==> config.mk <==
export PLATFORM = sky130hd
export DESIGN_NAME = forward_hazard_unit
export DESIGN_NICKNAME = d
export VERILOG_FILES = /design/src/rtl/forward_hazard_unit.sv
export SDC_FILE = /design/constraint.sdc
export NUM_CORES = 1
export LEC_CHECK = 0
export BUFFER_PORTS_ARGS = -buffer_cell sky130_fd_sc_hd__buf_2
export CORE_UTILIZATION = 52
export CTS_CLUSTER_SIZE = 20
export DETAILED_ROUTE_END_ITERATION = 7
export GPL_TIMING_DRIVEN = 0
export HOLD_SLACK_MARGIN = 0.08
export PLACE_DENSITY = 0.85
export SLEW_MARGIN = 10
export SYNTH_ARGS = -nofsm -noshare
export SYNTH_HDL_FRONTEND = slang
export SYNTH_SLANG_ARGS = --single-unit
==> constraint.sdc <==
create_clock -name clk -period 6.41 [get_ports clk]
set_clock_uncertainty 0.15 [all_clocks]
set_input_delay 0.641 -clock clk [delete_from_list [all_inputs] [get_ports clk]]
set_output_delay 0.641 -clock clk [all_outputs]
set_load 0.01 [all_outputs]
==> src/rtl/forward_hazard_unit.sv <==
// ALU operand forwarding selects plus load-use stall FSM with a saturating hazard counter.
// Forwarding and stall controls are combinational; FSM and counter update on the rising edge.
module forward_hazard_unit #(
  parameter int ADDR_W       = 5,
  parameter int STALL_CYCLES = 1,
  parameter int CNT_W        = 16
) (
  input  logic              clk,
  input  logic              reset,
  input  logic [ADDR_W-1:0] IFID_Rs,
  input  logic [ADDR_W-1:0] IFID_Rt,
  input  logic [ADDR_W-1:0] IDEX_Rs,
  input  logic [ADDR_W-1:0] IDEX_Rt,
  input  logic              IDEX_MemRead,
  input  logic [ADDR_W-1:0] IDEX_WriteRegister,
  input  logic              EXMEM_RegWrite,
  input  logic              MEMWB_RegWrite,
  input  logic [ADDR_W-1:0] EXMEM_WriteRegister,
  input  logic [ADDR_W-1:0] MEMWB_WriteRegister,
  input  logic              cnt_clear,
  output logic [1:0]        ForwardA,
  output logic [1:0]        ForwardB,
  output logic              Stall_PC,
  output logic              Stall_IFID,
  output logic              Flush_IDEX,
  output logic              stall_busy,
  output logic [CNT_W-1:0]  hazard_count
);

  localparam logic       S_IDLE   = 1'b0;
  localparam logic       S_STALL  = 1'b1;
  localparam logic [2:0] REM_INIT = 3'(STALL_CYCLES - 1);

  logic             state_q, state_d;
  logic [2:0]       rem_q, rem_d;
  logic [CNT_W-1:0] cnt_q, cnt_d;
  logic             detect;
  logic             hz_evt;
  logic             stall;

  // EX/MEM is checked first so the youngest producer wins; r0 is never forwarded.
  function automatic logic [1:0] fwd_sel(
    input logic [ADDR_W-1:0] src,
    input logic              ex_we,
    input logic [ADDR_W-1:0] ex_wr,
    input logic              wb_we,
    input logic [ADDR_W-1:0] wb_wr
  );
    logic [1:0] sel;
    sel = 2'b00;
    if (ex_we && (ex_wr != '0) && (ex_wr == src)) begin
      sel = 2'b10;
    end else if (wb_we && (wb_wr != '0) && (wb_wr == src)) begin
      sel = 2'b01;
    end
    return sel;
  endfunction

  assign ForwardA = fwd_sel(IDEX_Rs, EXMEM_RegWrite, EXMEM_WriteRegister,
                            MEMWB_RegWrite, MEMWB_WriteRegister);
  assign ForwardB = fwd_sel(IDEX_Rt, EXMEM_RegWrite, EXMEM_WriteRegister,
                            MEMWB_RegWrite, MEMWB_WriteRegister);

  assign detect = IDEX_MemRead && (IDEX_WriteRegister != '0) &&
                  ((IDEX_WriteRegister == IFID_Rs) || (IDEX_WriteRegister == IFID_Rt));

  assign hz_evt = (state_q == S_IDLE) && detect;

  // Gated by reset so a hazard visible during reset cannot freeze the pipeline.
  assign stall        = reset && (hz_evt || (state_q == S_STALL));
  assign Stall_PC     = stall;
  assign Stall_IFID   = stall;
  assign Flush_IDEX   = stall;
  assign stall_busy   = reset && (state_q == S_STALL);
  assign hazard_count = cnt_q;

  always_comb begin
    state_d = state_q;
    rem_d   = rem_q;
    case (state_q)
      S_IDLE: begin
        if (detect && (STALL_CYCLES > 1)) begin
          state_d = S_STALL;
          rem_d   = REM_INIT;
        end
      end
      default: begin
        rem_d = rem_q - 3'd1;
        if (rem_q <= 3'd1) begin
          state_d = S_IDLE;
        end
      end
    endcase
  end

  always_comb begin
    cnt_d = cnt_q;
    if (cnt_clear) begin
      cnt_d = '0;
    end else if (hz_evt && (cnt_q != '1)) begin
      cnt_d = cnt_q + 1'b1;
    end
  end

  always_ff @(posedge clk or negedge reset) begin
    if (!reset) begin
      state_q <= S_IDLE;
      rem_q   <= 3'd0;
      cnt_q   <= '0;
    end else begin
      state_q <= state_d;
      rem_q   <= rem_d;
      cnt_q   <= cnt_d;
    end
  end

endmodule
==> results of run 1 <==
==> routing by layer <==
metal	GRT usage, %	up-vias
li1	-	791
met1	33.2	754
met2	43.7	63
met3	5.44	7
met4	7.32	0
met5	0	-
==> power by group <==
part	switching (W)	total, W	internal [W]
logic	0.0000305	0.0000564	0.0000259
clock network	0.0000386	0.0000605	0.0000220
registers	0.000000336	0.000127	0.000126
==> logic make-up after synthesis <==
| family | after synthesis | share of synthesized area, % |
|---|---|---|
| multiplexers | 6 | 4.21 |
| adder cells (fa/ha/maj) | 3 | 2.34 |
| AND/OR/NAND/NOR | 76 | 28.4 |
| AO/OA/AOI/OAI | 30 | 12.9 |
| XOR/XNOR | 32 | 17.5 |
| buffers and inverters | 10 | 3.43 |
| flip-flops | 20 | 31.2 |
==> worst max-delay path by stage <==
stage	from	end
final	IDEX_WriteRegister[0]	Stall_IFID
after global routing	IDEX_WriteRegister[0]	Stall_IFID
after CTS	IDEX_WriteRegister[0]	Stall_IFID
after detailed placement	IDEX_WriteRegister[0]	Stall_IFID
after global placement	IDEX_WriteRegister[0]	Stall_IFID
after floorplan	EXMEM_WriteRegister[1]	ForwardA[0]
==> layout make-up <==
cell class,count,area (sq um)
well taps,31,38.8
repair buffers,64,320
clock buffers,3,22.5
flip-flops and latches,20,500
plain buffers,8,47.5
multi-input cells,147,1050
fillers,245,842
inverters,2,7.51
==> state kept, by name, summed over array words and instances (netlist names) <==
| signal | cells |
|---|---|
| hazard_count | 16 |
| rem_q | 3 |
| state_q | 1 |
==> worst max-delay path, delay by kind of cell <==
kind	cells	cell delay, ns
AO/OA/AOI/OAI	2	0.47
AND/OR/NAND/NOR	2	0.19
XOR/XNOR	1	0.13
buffers and inverters	5	0.91
==> per-stage QoR <==
step	power [W]	utilization [%]	instance area [sq um]	hold WS (ns)	instances
global route	0.000257	70.2	1990	0.162	275
global placement	0.000184	69.4	1960	0.312	272
floorplan	0.000158	-	1610	0.195	177
finish	0.000244	70.2	1990	0.121	275
detailed placement	0.000185	69.4	1960	0.323	272
CTS	0.000245	70.2	1990	0.131	275
==> layout by cell type, fill, tap and decap left out, types with 3 or more instances in the layout <==
| master | count |
|---|---|
| sky130_fd_sc_hd__a21oi_1 | 12 |
| sky130_fd_sc_hd__buf_2 | 66 |
| sky130_fd_sc_hd__clkbuf_1 | 3 |
| sky130_fd_sc_hd__clkbuf_4 | 3 |
| sky130_fd_sc_hd__dfrtp_1 | 20 |
| sky130_fd_sc_hd__ha_1 | 3 |
| sky130_fd_sc_hd__mux2_2 | 5 |
| sky130_fd_sc_hd__nand2_1 | 10 |
| sky130_fd_sc_hd__nand3_1 | 12 |
| sky130_fd_sc_hd__nand4_1 | 4 |
| sky130_fd_sc_hd__nor2_1 | 10 |
| sky130_fd_sc_hd__nor2b_1 | 7 |
| sky130_fd_sc_hd__nor4_1 | 9 |
| sky130_fd_sc_hd__o21ai_0 | 4 |
| sky130_fd_sc_hd__o31ai_1 | 7 |
| sky130_fd_sc_hd__or4_1 | 11 |
| sky130_fd_sc_hd__xnor2_1 | 17 |
| sky130_fd_sc_hd__xor2_1 | 15 |
==> reports/summary.txt, run 1 <==
PLACED DESIGN
-------------------------------------------------------------------------------------
Pre-CTS setup slack                                                           3.29 ns
Detail Placement HPWL                                                         3.08 mm
Weighted congestion at the end of routability-driven global placement           0.829
Port Buf Inserts                                                                   64

SYNTHESIS
-------------------------------------------------------------------------------------
Post-synthesis sequential element count                                            20
Most repeated cell in the gate-level netlist after synthesis             sky130_fd_sc_hd__dfrtp_1
Area leader, netlist                                                     sky130_fd_sc_hd__dfrtp_1
Synthesized area                                                           1610 sq um
Largest cells by area after synthesis                                    sky130_fd_sc_hd__dfrtp_1 (31%), sky130_fd_sc_hd__xnor2_1 (9.3%), sky130_fd_sc_hd__xor2_1 (8.2%)
Post-synthesis sequential area ratio                                            31.2%
Count of flip-flops with a built-in enable after synthesis                          0
Async S/R FF share, synth                                                        100%
Top post-synthesis cells by count                                        sky130_fd_sc_hd__dfrtp_1 (20), sky130_fd_sc_hd__xnor2_1 (17), sky130_fd_sc_hd__xor2_1 (15), sky130_fd_sc_hd__a21oi_1 (12), sky130_fd_sc_hd__nand3_1 (12)
Most instantiated flip-flop cell in the synthesis netlist                sky130_fd_sc_hd__dfrtp_1
Gate count of the mapped netlist                                                  177
Share of Yosys cell area claimed by the top area cell type                      31.2%
Mapped Nets                                                                       221
Yosys cell types                                                                   39
Synth warnings                                                                      0
Synthesized area per cell                                                  9.07 sq um

CTS
-------------------------------------------------------------------------------------
Clock-pin slew on the worst setup and hold paths                              0.11 ns
Number of clock sinks                                                              20
Post-CTS repair timing setup buffer count                                           0
CTS max path bufs                                                                   2
Number of buffers inserted for hold repair after clock tree synthesis               0
Number of buffers created by CTS                                                    3
Post-cts repair resize count                                                        0
H-tree depth                                                                        1
CTS Root Buffer Type                                                     sky130_fd_sc_hd__clkbuf_4
Clock latency of the later-clocked register in the worst-skew pair            0.31 ns
Clock tree from TritonCTS                                                        done

STA
-------------------------------------------------------------------------------------
Final Hold Vio Count                                                                0
Unrepaired setup endpoints after global routing                                 false
Aggregate negative setup slack                                                   0 ns
Highest achievable clock rate                                                 320 MHz
Tcrit/Tclk final                                                                48.8%
Worst Slack Setup Final                                                       3.28 ns
Pins over their slew limit                                                          0
Final-report setup violation count                                                  0
Worst-Margin Slew                                                            0.538 ns
Relative max-transition margin                                                  63.8%
Post-route minimum period                                                     3.13 ns

DIE
-------------------------------------------------------------------------------------
Placeable core region                                                      2830 sq um
Die H                                                                         57.6 um
IO Count                                                                           65
Die area                                                                   3310 sq um
Standard-cell rows                                                                 19
Die extent in x                                                               57.6 um
Starting utilization of the core area                                           56.7%

ROUTE
-------------------------------------------------------------------------------------
Routed via count divided by cell count                                           5.87
Count of routing violations after the opening detailed-route iteration             86
Met3 Wirelength                                                                273 um
Avg WL per Cell                                                               14.4 um
Drt total wl                                                                  3.96 mm
Total number of vias                                                             1615
Met2 WL post-DR                                                               1.97 mm
Metal1 wirelength                                                             1.69 mm
Top routing layer in use                                                         met4
Number of routed nets with antenna violations                                       0
First-pass DRT Iterations                                                           8
Remaining routing DRC violations                                                    4

JOB
-------------------------------------------------------------------------------------
Maximum Capacitance Violations                                                      0

SETUP PATH
-------------------------------------------------------------------------------------
Cells along the critical path                                            buf_2 > xnor2_1 > nand3_1 > o22a_1 > buf_2 > buf_2 > nor2_1 > o21a_1 > buf_4 > buf_2
CP Launch Type                                                           primary input
Largest stage delay, worst path                                               0.27 ns
R2R setup slack                                                               4.14 ns
Worst r2r src                                                            hazard_count[0]$_DFFE_PN0P_
CP max stage cell                                                        sky130_fd_sc_hd__o22a_1
Reg2Reg Capture Point                                                    hazard_count[14]$_DFFE_PN0P_
Data required time of the critical path                                       5.62 ns
Number of cells on the worst reg-to-reg path                                        6
Cell mode on critical path                                               sky130_fd_sc_hd__buf_2
Worst-path fanout max                                                              10
Data arrival time at the worst-slack endpoint                                 2.34 ns
Critical Path Sink Type                                                  primary output
Kind of critical path                                                    primary input to primary output

GLOBAL ROUTE
-------------------------------------------------------------------------------------
First-pass GRT wire length                                                    6.66 mm
Overall global routing resource usage                                           25.8%
Vias in the first global route                                                   1513
GRT overflow                                                                        0
Antenna violations before repair                                                    0
Maximum number of pins on one net before global-route repair                       23

OUTCOME
-------------------------------------------------------------------------------------
Violations in the final reports                                                   DRC
Result of the run                                                        finished, violations left

POWER AND IR DROP
-------------------------------------------------------------------------------------
VDD IR-drop max                                                            0.000105 V
Leakage power                                                                0.910 nW
Power density cells                                                       123 nW/um^2

FINAL LAYOUT
-------------------------------------------------------------------------------------
Number of diodes                                                                    0
Share of post-route cells with drive strength above 1                           34.0%
Net count of the finished layout                                                  290
Layout overhead on the synthesized area                                         23.8%

HOLD PATH
-------------------------------------------------------------------------------------
Class of the most critical hold timing path                              primary input to asynchronous set/reset pin

Note: power is estimated with default switching activity, not from simulation.
==> run 2, diff against run 1 <==
CORE_UTILIZATION = 48   (was 52)
PLACE_DENSITY = 0.79   (was 0.85)
clock period = 2.9 ns   (was 6.41 ns; I/O delays follow)
==> run 2 against run 1 <==
  * The flow now finishes without violations
  * Flip-flop and latch count stayed put
  * Die area is 8.0% higher
  * Combinational power is 120% higher
  * Sequential share of layout area is 0.33 points lower
  * Power is 120% higher
  * Design area is 1.3% higher
  * Sequential power is 120% higher
  * Global-route usage is 3.2 points lower
  * Critical endpoint unchanged
  * Largest cell class unchanged
==> reports/summary.txt, run 2 (synthesis gave the netlist of run 1 again) <==
DIE
-------------------------------------------------------------------------------------
Die H                                                                         59.8 um   +3.9%
Die extent in x                                                               59.8 um   +3.9%
Die area                                                                   3580 sq um   +8.0%
Standard-cell rows                                                                 20   +1
Placeable core region                                                      3100 sq um   +9.7%
Starting utilization of the core area                                           51.7%   -5.0 points
IO Count                                                                           65   unchanged

SETUP PATH
-------------------------------------------------------------------------------------
CP Launch Type                                                           primary input
Data arrival time at the worst-slack endpoint                                 1.98 ns   -0.36 ns
Worst setup startpoint                                                   IDEX_WriteRegister[0]
Worst-path fanout max                                                              10   unchanged
Data required time of the critical path                                       2.46 ns   -3.16 ns
Worst r2r src                                                            hazard_count[0]$_DFFE_PN0P_
Kind of critical path                                                    primary input to primary output
Critical Path Sink Type                                                  primary output

CTS
-------------------------------------------------------------------------------------
Post-cts repair resize count                                                        0   unchanged
CTS max path bufs                                                                   2   unchanged
Clock-pin slew on the worst setup and hold paths                              0.11 ns   about the same
Clock tree from TritonCTS                                                        done
CTS Root Buffer Type                                                     sky130_fd_sc_hd__clkbuf_4
Number of clock sinks                                                              20   unchanged
Number of buffers created by CTS                                                    3   unchanged
H-tree depth                                                                        1   unchanged
Clock latency of the later-clocked register in the worst-skew pair            0.30 ns   about the same

STA
-------------------------------------------------------------------------------------
Final Hold Vio Count                                                                0   unchanged
Final-report setup violation count                                                  0   unchanged
Unrepaired setup endpoints after global routing                                 false
Pins over their slew limit                                                          0   unchanged
Tcrit/Tclk final                                                                83.5%
Highest achievable clock rate                                                 413 MHz
Aggregate negative setup slack                                                   0 ns   unchanged
Worst-Margin Slew                                                            0.488 ns   -0.0503 ns
Relative max-transition margin                                                  67.5%   +3.7 points
Post-route minimum period                                                     2.42 ns

FINAL LAYOUT
-------------------------------------------------------------------------------------
Max FFs per register                                                               16   unchanged
Net count of the finished layout                                                  291   +0.34%
Share of post-route cells with drive strength above 1                           33.9%   -0.14 points
Layout overhead on the synthesized area                                         25.4%
Number of diodes                                                                    0   unchanged
Commonest cells after routing, fill and taps aside                       sky130_fd_sc_hd__buf_2 (66), sky130_fd_sc_hd__dfrtp_1 (20), sky130_fd_sc_hd__xnor2_1 (17)
Most common library cell in the layout ignoring fill and taps            sky130_fd_sc_hd__buf_2
Final Util                                                                      64.9%   -5.4 points

GLOBAL ROUTE
-------------------------------------------------------------------------------------
Maximum number of pins on one net before global-route repair                       23   unchanged
GRT overflow                                                                        0   unchanged
First-pass GRT wire length                                                    6.24 mm   -6.3%
Vias in the first global route                                                   1408   -6.9%
Antenna violations before repair                                                    0   unchanged
Overall global routing resource usage                                           22.6%   -3.2 points

POWER AND IR DROP
-------------------------------------------------------------------------------------
Power density cells                                                       267 nW/um^2   +120%
VDD IR-drop max                                                            0.000226 V   +120%
Leakage power                                                                0.915 nW   +0.46%

ROUTE
-------------------------------------------------------------------------------------
Drt total wl                                                                  3.86 mm   -2.7%
Avg WL per Cell                                                               13.3 um   -7.4%
First-pass DRT Iterations                                                           4   -4
Total number of vias                                                             1602   -0.80%
Count of routing violations after the opening detailed-route iteration            109   +27%
Remaining routing DRC violations                                                    0   -4
Routed via count divided by cell count                                           5.54   -5.6%
Number of routed nets with antenna violations                                       0   unchanged

PLACED DESIGN
-------------------------------------------------------------------------------------
Detail Placement HPWL                                                         3.03 mm   -1.5%
Port Buf Inserts                                                                   64   unchanged
Weighted congestion at the end of routability-driven global placement           0.813   -1.9%

OUTCOME
-------------------------------------------------------------------------------------
Result of the run                                                        finished clean

JOB
-------------------------------------------------------------------------------------
Maximum Capacitance Violations                                                      0   unchanged

HOLD PATH
-------------------------------------------------------------------------------------
HP Start                                                                    cnt_clear
Class of the most critical hold timing path                              primary input to flip-flop

run 2: cell types whose count changed in the layout (fill, tap and decap cells not counted):
cell,before,now
sky130_fd_sc_hd__dlygate4sd3_1,0,1
run 2: final timing paths:
check / end / slack, ns / depth (start not counted)
max: Stall_IFID / 0.48 / 10
min: hazard_count[2]$_DFFE_PN0P_ / 0.23 / 3
max reg2reg: hazard_count[10]$_DFFE_PN0P_ / 0.57 / 5
min reg2reg: rem_q[2]$_DFFE_PN0P_ / 0.35 / 1
max in group asynchronous: hazard_count[1]$_DFFE_PN0P_ / 1.96 / 2
min in group asynchronous: hazard_count[12]$_DFFE_PN0P_ / 0.31 / 2
run 2: worst max-delay path, cell delays in order:
cell                      delay (ns)
sky130_fd_sc_hd__buf_2          0.14
sky130_fd_sc_hd__xnor2_1        0.13
sky130_fd_sc_hd__nand3_1        0.12
sky130_fd_sc_hd__o22a_1         0.26
sky130_fd_sc_hd__buf_2          0.25
sky130_fd_sc_hd__buf_2          0.26
sky130_fd_sc_hd__nor2_1         0.07
sky130_fd_sc_hd__o21a_1         0.20
sky130_fd_sc_hd__buf_4          0.13
sky130_fd_sc_hd__buf_2          0.13
run 2: what timing repair did:
item	CTS	global route
setup buffers	0	0
hold buffers	1	0
endpoints found under the setup margin	0	0
hold endpoints to repair	20	0
run 2: per-stage QoR:
step                      setup WS, ns  hold WS, ns  total power (W)  area (sq um)  cells
after floorplan                  0.741       -0.156         0.000349          1610    177
after global placement           0.491        0.120         0.000408          1980    285
after detailed placement         0.469        0.122         0.000411          1980    285
after CTS                        0.473        0.221         0.000544          2010    289
after global routing             0.377        0.258         0.000567          2010    289
final                            0.478        0.227         0.000538          2010    289
run 2: per-layer routing:
layer  track usage, %  wire length, um  vias up
met5                0                0        -
met3             3.90              222        2
met1             31.0             1710      743
li1                 -                -      796
met2             37.5             1900       61
met4             4.32               17        0
run 2: final cells by class:
class / instances / area (sq um)
fill: 285 / 1090
multi-input combinational: 147 / 1050
clock buffer: 3 / 22.5
buffer: 8 / 47.5
sequential: 20 / 500
timing repair buffer: 65 / 330
tap: 44 / 55.1
inverter: 2 / 7.51
run 2: power by group:
group,switching [W],leakage [nW],internal [W]
registers,0.000000797,0.279,0.000279
clock network,0.0000841,0.0138,0.0000484
logic,0.0000675,0.621,0.0000582
==> run 3, diff against run 2 <==
clock period = 2.3 ns   (was 2.9 ns; I/O delays follow)
==> run 3 against run 2 <==
  * Flip-flop and latch count did not move
  * Sequential power rose by 26%
  * Critical endpoint is now hazard_count[5]$_DFFE_PN0P_
  * Critical path depth fell by 5
  * Global-route usage did not move
  * First-iteration DRC count fell by 32%
==> reports/summary.txt, run 3 (synthesis gave the netlist of run 1 again) <==
SETUP PATH
-------------------------------------------------------------------------------------
Critical Path Sink Type                                                     flip-flop
CP Launch Type                                                              flip-flop
Number of cells on the worst reg-to-reg path                                        5   unchanged
Worst r2r src                                                            hazard_count[2]$_DFFE_PN0P_
R2R setup slack                                                               0.07 ns   -0.50 ns
Reg2Reg Capture Point                                                    hazard_count[5]$_DFFE_PN0P_
Data required time of the critical path                                       2.35 ns   -0.11 ns
Kind of critical path                                                    flip-flop to flip-flop
Data arrival time at the worst-slack endpoint                                 2.28 ns   +0.30 ns
Worst-path fanout max                                                               9   -1

HOLD PATH
-------------------------------------------------------------------------------------
Class of the most critical hold timing path                              primary input to flip-flop
Hold path cells                                                                     3   unchanged
Worst-case hold path end point                                           hazard_count[5]$_DFFE_PN0P_
HP Start                                                                    cnt_clear

STA
-------------------------------------------------------------------------------------
Tcrit/Tclk final                                                                97.0%
Final-report setup violation count                                                  0   unchanged
Highest achievable clock rate                                                 448 MHz
Worst-Margin Slew                                                            0.494 ns   +0.00588 ns
Final Hold Vio Count                                                                0   unchanged
Relative max-transition margin                                                  67.1%   -0.39 points
Unrepaired setup endpoints after global routing                                 false
Worst Slack Setup Final                                                     0.0691 ns   -0.409 ns
Pins over their slew limit                                                          0   unchanged
Final Hold Slack                                                             0.172 ns   -0.0542 ns
Post-route minimum period                                                     2.23 ns

DIE
-------------------------------------------------------------------------------------
Standard-cell rows                                                                 20   unchanged
Starting utilization of the core area                                           51.7%   unchanged
Die extent in x                                                               59.8 um   unchanged
Die area                                                                   3580 sq um   unchanged
Die H                                                                         59.8 um   unchanged
IO Count                                                                           65   unchanged
Placeable core region                                                      3100 sq um   unchanged

FINAL LAYOUT
-------------------------------------------------------------------------------------
Share of post-route cells with drive strength above 1                           35.9%   +2.0 points
Commonest cells after routing, fill and taps aside                       sky130_fd_sc_hd__buf_2 (64), sky130_fd_sc_hd__dfrtp_1 (18), sky130_fd_sc_hd__xnor2_1 (17)
Area taken by flip-flops and latches                                        503 sq um   +0.50%
Non-filler instance count after layout                                            289   unchanged
Number of diodes                                                                    0   unchanged
Net count of the finished layout                                                  291   unchanged
Most common library cell in the layout ignoring fill and taps            sky130_fd_sc_hd__buf_2
Area occupied by multi-input gates                                         1070 sq um   +1.8%
Max FFs per register                                                               16   unchanged
Fillers                                                                           277   -2.8%
Layout overhead on the synthesized area                                         27.0%
Final Util                                                                      65.7%   +0.85 points

JOB
-------------------------------------------------------------------------------------
Maximum Capacitance Violations                                                      0   unchanged

GLOBAL ROUTE
-------------------------------------------------------------------------------------
Maximum number of pins on one net before global-route repair                       23   unchanged
Antenna violations before repair                                                    0   unchanged
Vias in the first global route                                                   1411   +0.21%
First-pass GRT wire length                                                    6.24 mm   unchanged
Overall global routing resource usage                                           22.6%   unchanged
GRT overflow                                                                        0   unchanged

ROUTE
-------------------------------------------------------------------------------------
Count of routing violations after the opening detailed-route iteration             74   -32%
Drt total wl                                                                  3.93 mm   +2.0%
Remaining routing DRC violations                                                    0   unchanged
First-pass DRT Iterations                                                           4   unchanged
Routed via count divided by cell count                                           5.58   +0.62%
Total number of vias                                                             1612   +0.62%
Number of routed nets with antenna violations                                       0   unchanged
Avg WL per Cell                                                               13.6 um   +2.0%

PLACED DESIGN
-------------------------------------------------------------------------------------
Detail Placement HPWL                                                         3.03 mm   unchanged
Weighted congestion at the end of routability-driven global placement           0.813   unchanged
Pre-CTS setup slack                                                        -0.0110 ns   -0.480 ns
Cell total after placement                                                        285   unchanged
Port Buf Inserts                                                                   64   unchanged

OUTCOME
-------------------------------------------------------------------------------------
Result of the run                                                        finished clean

CTS
-------------------------------------------------------------------------------------
Post-CTS repair timing setup buffer count                                           0   unchanged
CTS max path bufs                                                                   2   unchanged
Number of clock sinks                                                              20   unchanged
Number of buffers created by CTS                                                    3   unchanged
Clock tree from TritonCTS                                                        done
CTS Root Buffer Type                                                     sky130_fd_sc_hd__clkbuf_4
H-tree depth                                                                        1   unchanged
Clock-pin slew on the worst setup and hold paths                              0.11 ns   about the same
Clock latency of the later-clocked register in the worst-skew pair            0.30 ns   about the same

POWER AND IR DROP
-------------------------------------------------------------------------------------
VDD IR-drop max                                                            0.000283 V   +25%
Leakage power                                                                0.920 nW   +0.62%
Power density cells                                                       334 nW/um^2   +25%

## run 3: cell counts in the layout (fill, tap and decap cells not counted)
No cell type changed its count.
## run 3: worst max-delay path by stage
stage	from	depth (start not counted)	to	slack (ns)
after floorplan	hazard_count[0]$_DFFE_PN0P_	6	hazard_count[14]$_DFFE_PN0P_	0.14
after global placement	hazard_count[0]$_DFFE_PN0P_	5	hazard_count[10]$_DFFE_PN0P_	-0.006
after detailed placement	IDEX_WriteRegister[0]	10	Stall_IFID	-0.01
after CTS	hazard_count[2]$_DFFE_PN0P_	6	hazard_count[14]$_DFFE_PN0P_	0.01
after global routing	hazard_count[2]$_DFFE_PN0P_	6	hazard_count[14]$_DFFE_PN0P_	0.003
final	hazard_count[2]$_DFFE_PN0P_	5	hazard_count[5]$_DFFE_PN0P_	0.07
## run 3: timing repair
action | CTS | global route
hold buffers | 1 | 0
pin swaps | 0 | 1
gates resized for setup | 2 | 7
cloned | 0 | 0
endpoints found under the setup margin | 4 | 5
hold endpoints to repair | 20 | 0
## run 3: layout make-up
cell class	instances	area share (%)
multi-input cells	147	52.4
flip-flops and latches	20	24.7
repair buffers	65	16.2
well taps	44	2.70
plain buffers	8	2.58
clock buffers	3	1.10
inverters	2	0.368
## run 3: per-layer routing
layer  GRT usage (%)  routed length, um  share of wire, %  up-vias
met2            37.5               1930                49       54
met4            4.32                 28              0.71        0
li1                -                  -                 -      792
met5               0                  0                 0        -
met3            3.90                184               4.7        4
met1            31.0               1790                46      762
## run 3: critical path, stage by stage, from the launching register on
cell                      delay, ns
sky130_fd_sc_hd__dfrtp_2       0.47
sky130_fd_sc_hd__and4_4        0.22
sky130_fd_sc_hd__and2_4        0.17
sky130_fd_sc_hd__a311o_4       0.45
sky130_fd_sc_hd__nor4_1        0.29
sky130_fd_sc_hd__mux2_2        0.37
## run 3: through the flow
stage / TNS (ns) / power (W) / instance area (sq um)
6_report: 0 / 0.000681 / 2040
5_1_grt: 0 / 0.000718 / 2040
4_1_cts: 0 / 0.000687 / 2020
3_5_place_dp: -0.0225 / 0.000518 / 1980
3_3_place_gp: -0.00644 / 0.000515 / 1980
2_1_floorplan: 0 / 0.000440 / 1610
## run 3: where the power goes
| group | total [W] | switching, W | internal, W | leakage, nW |
|---|---|---|---|---|
| registers | 0.000353 | 0.00000103 | 0.000352 | 0.276 |
| logic | 0.000162 | 0.0000866 | 0.0000749 | 0.630 |
| clock network | 0.000166 | 0.000105 | 0.0000611 | 0.0138 |
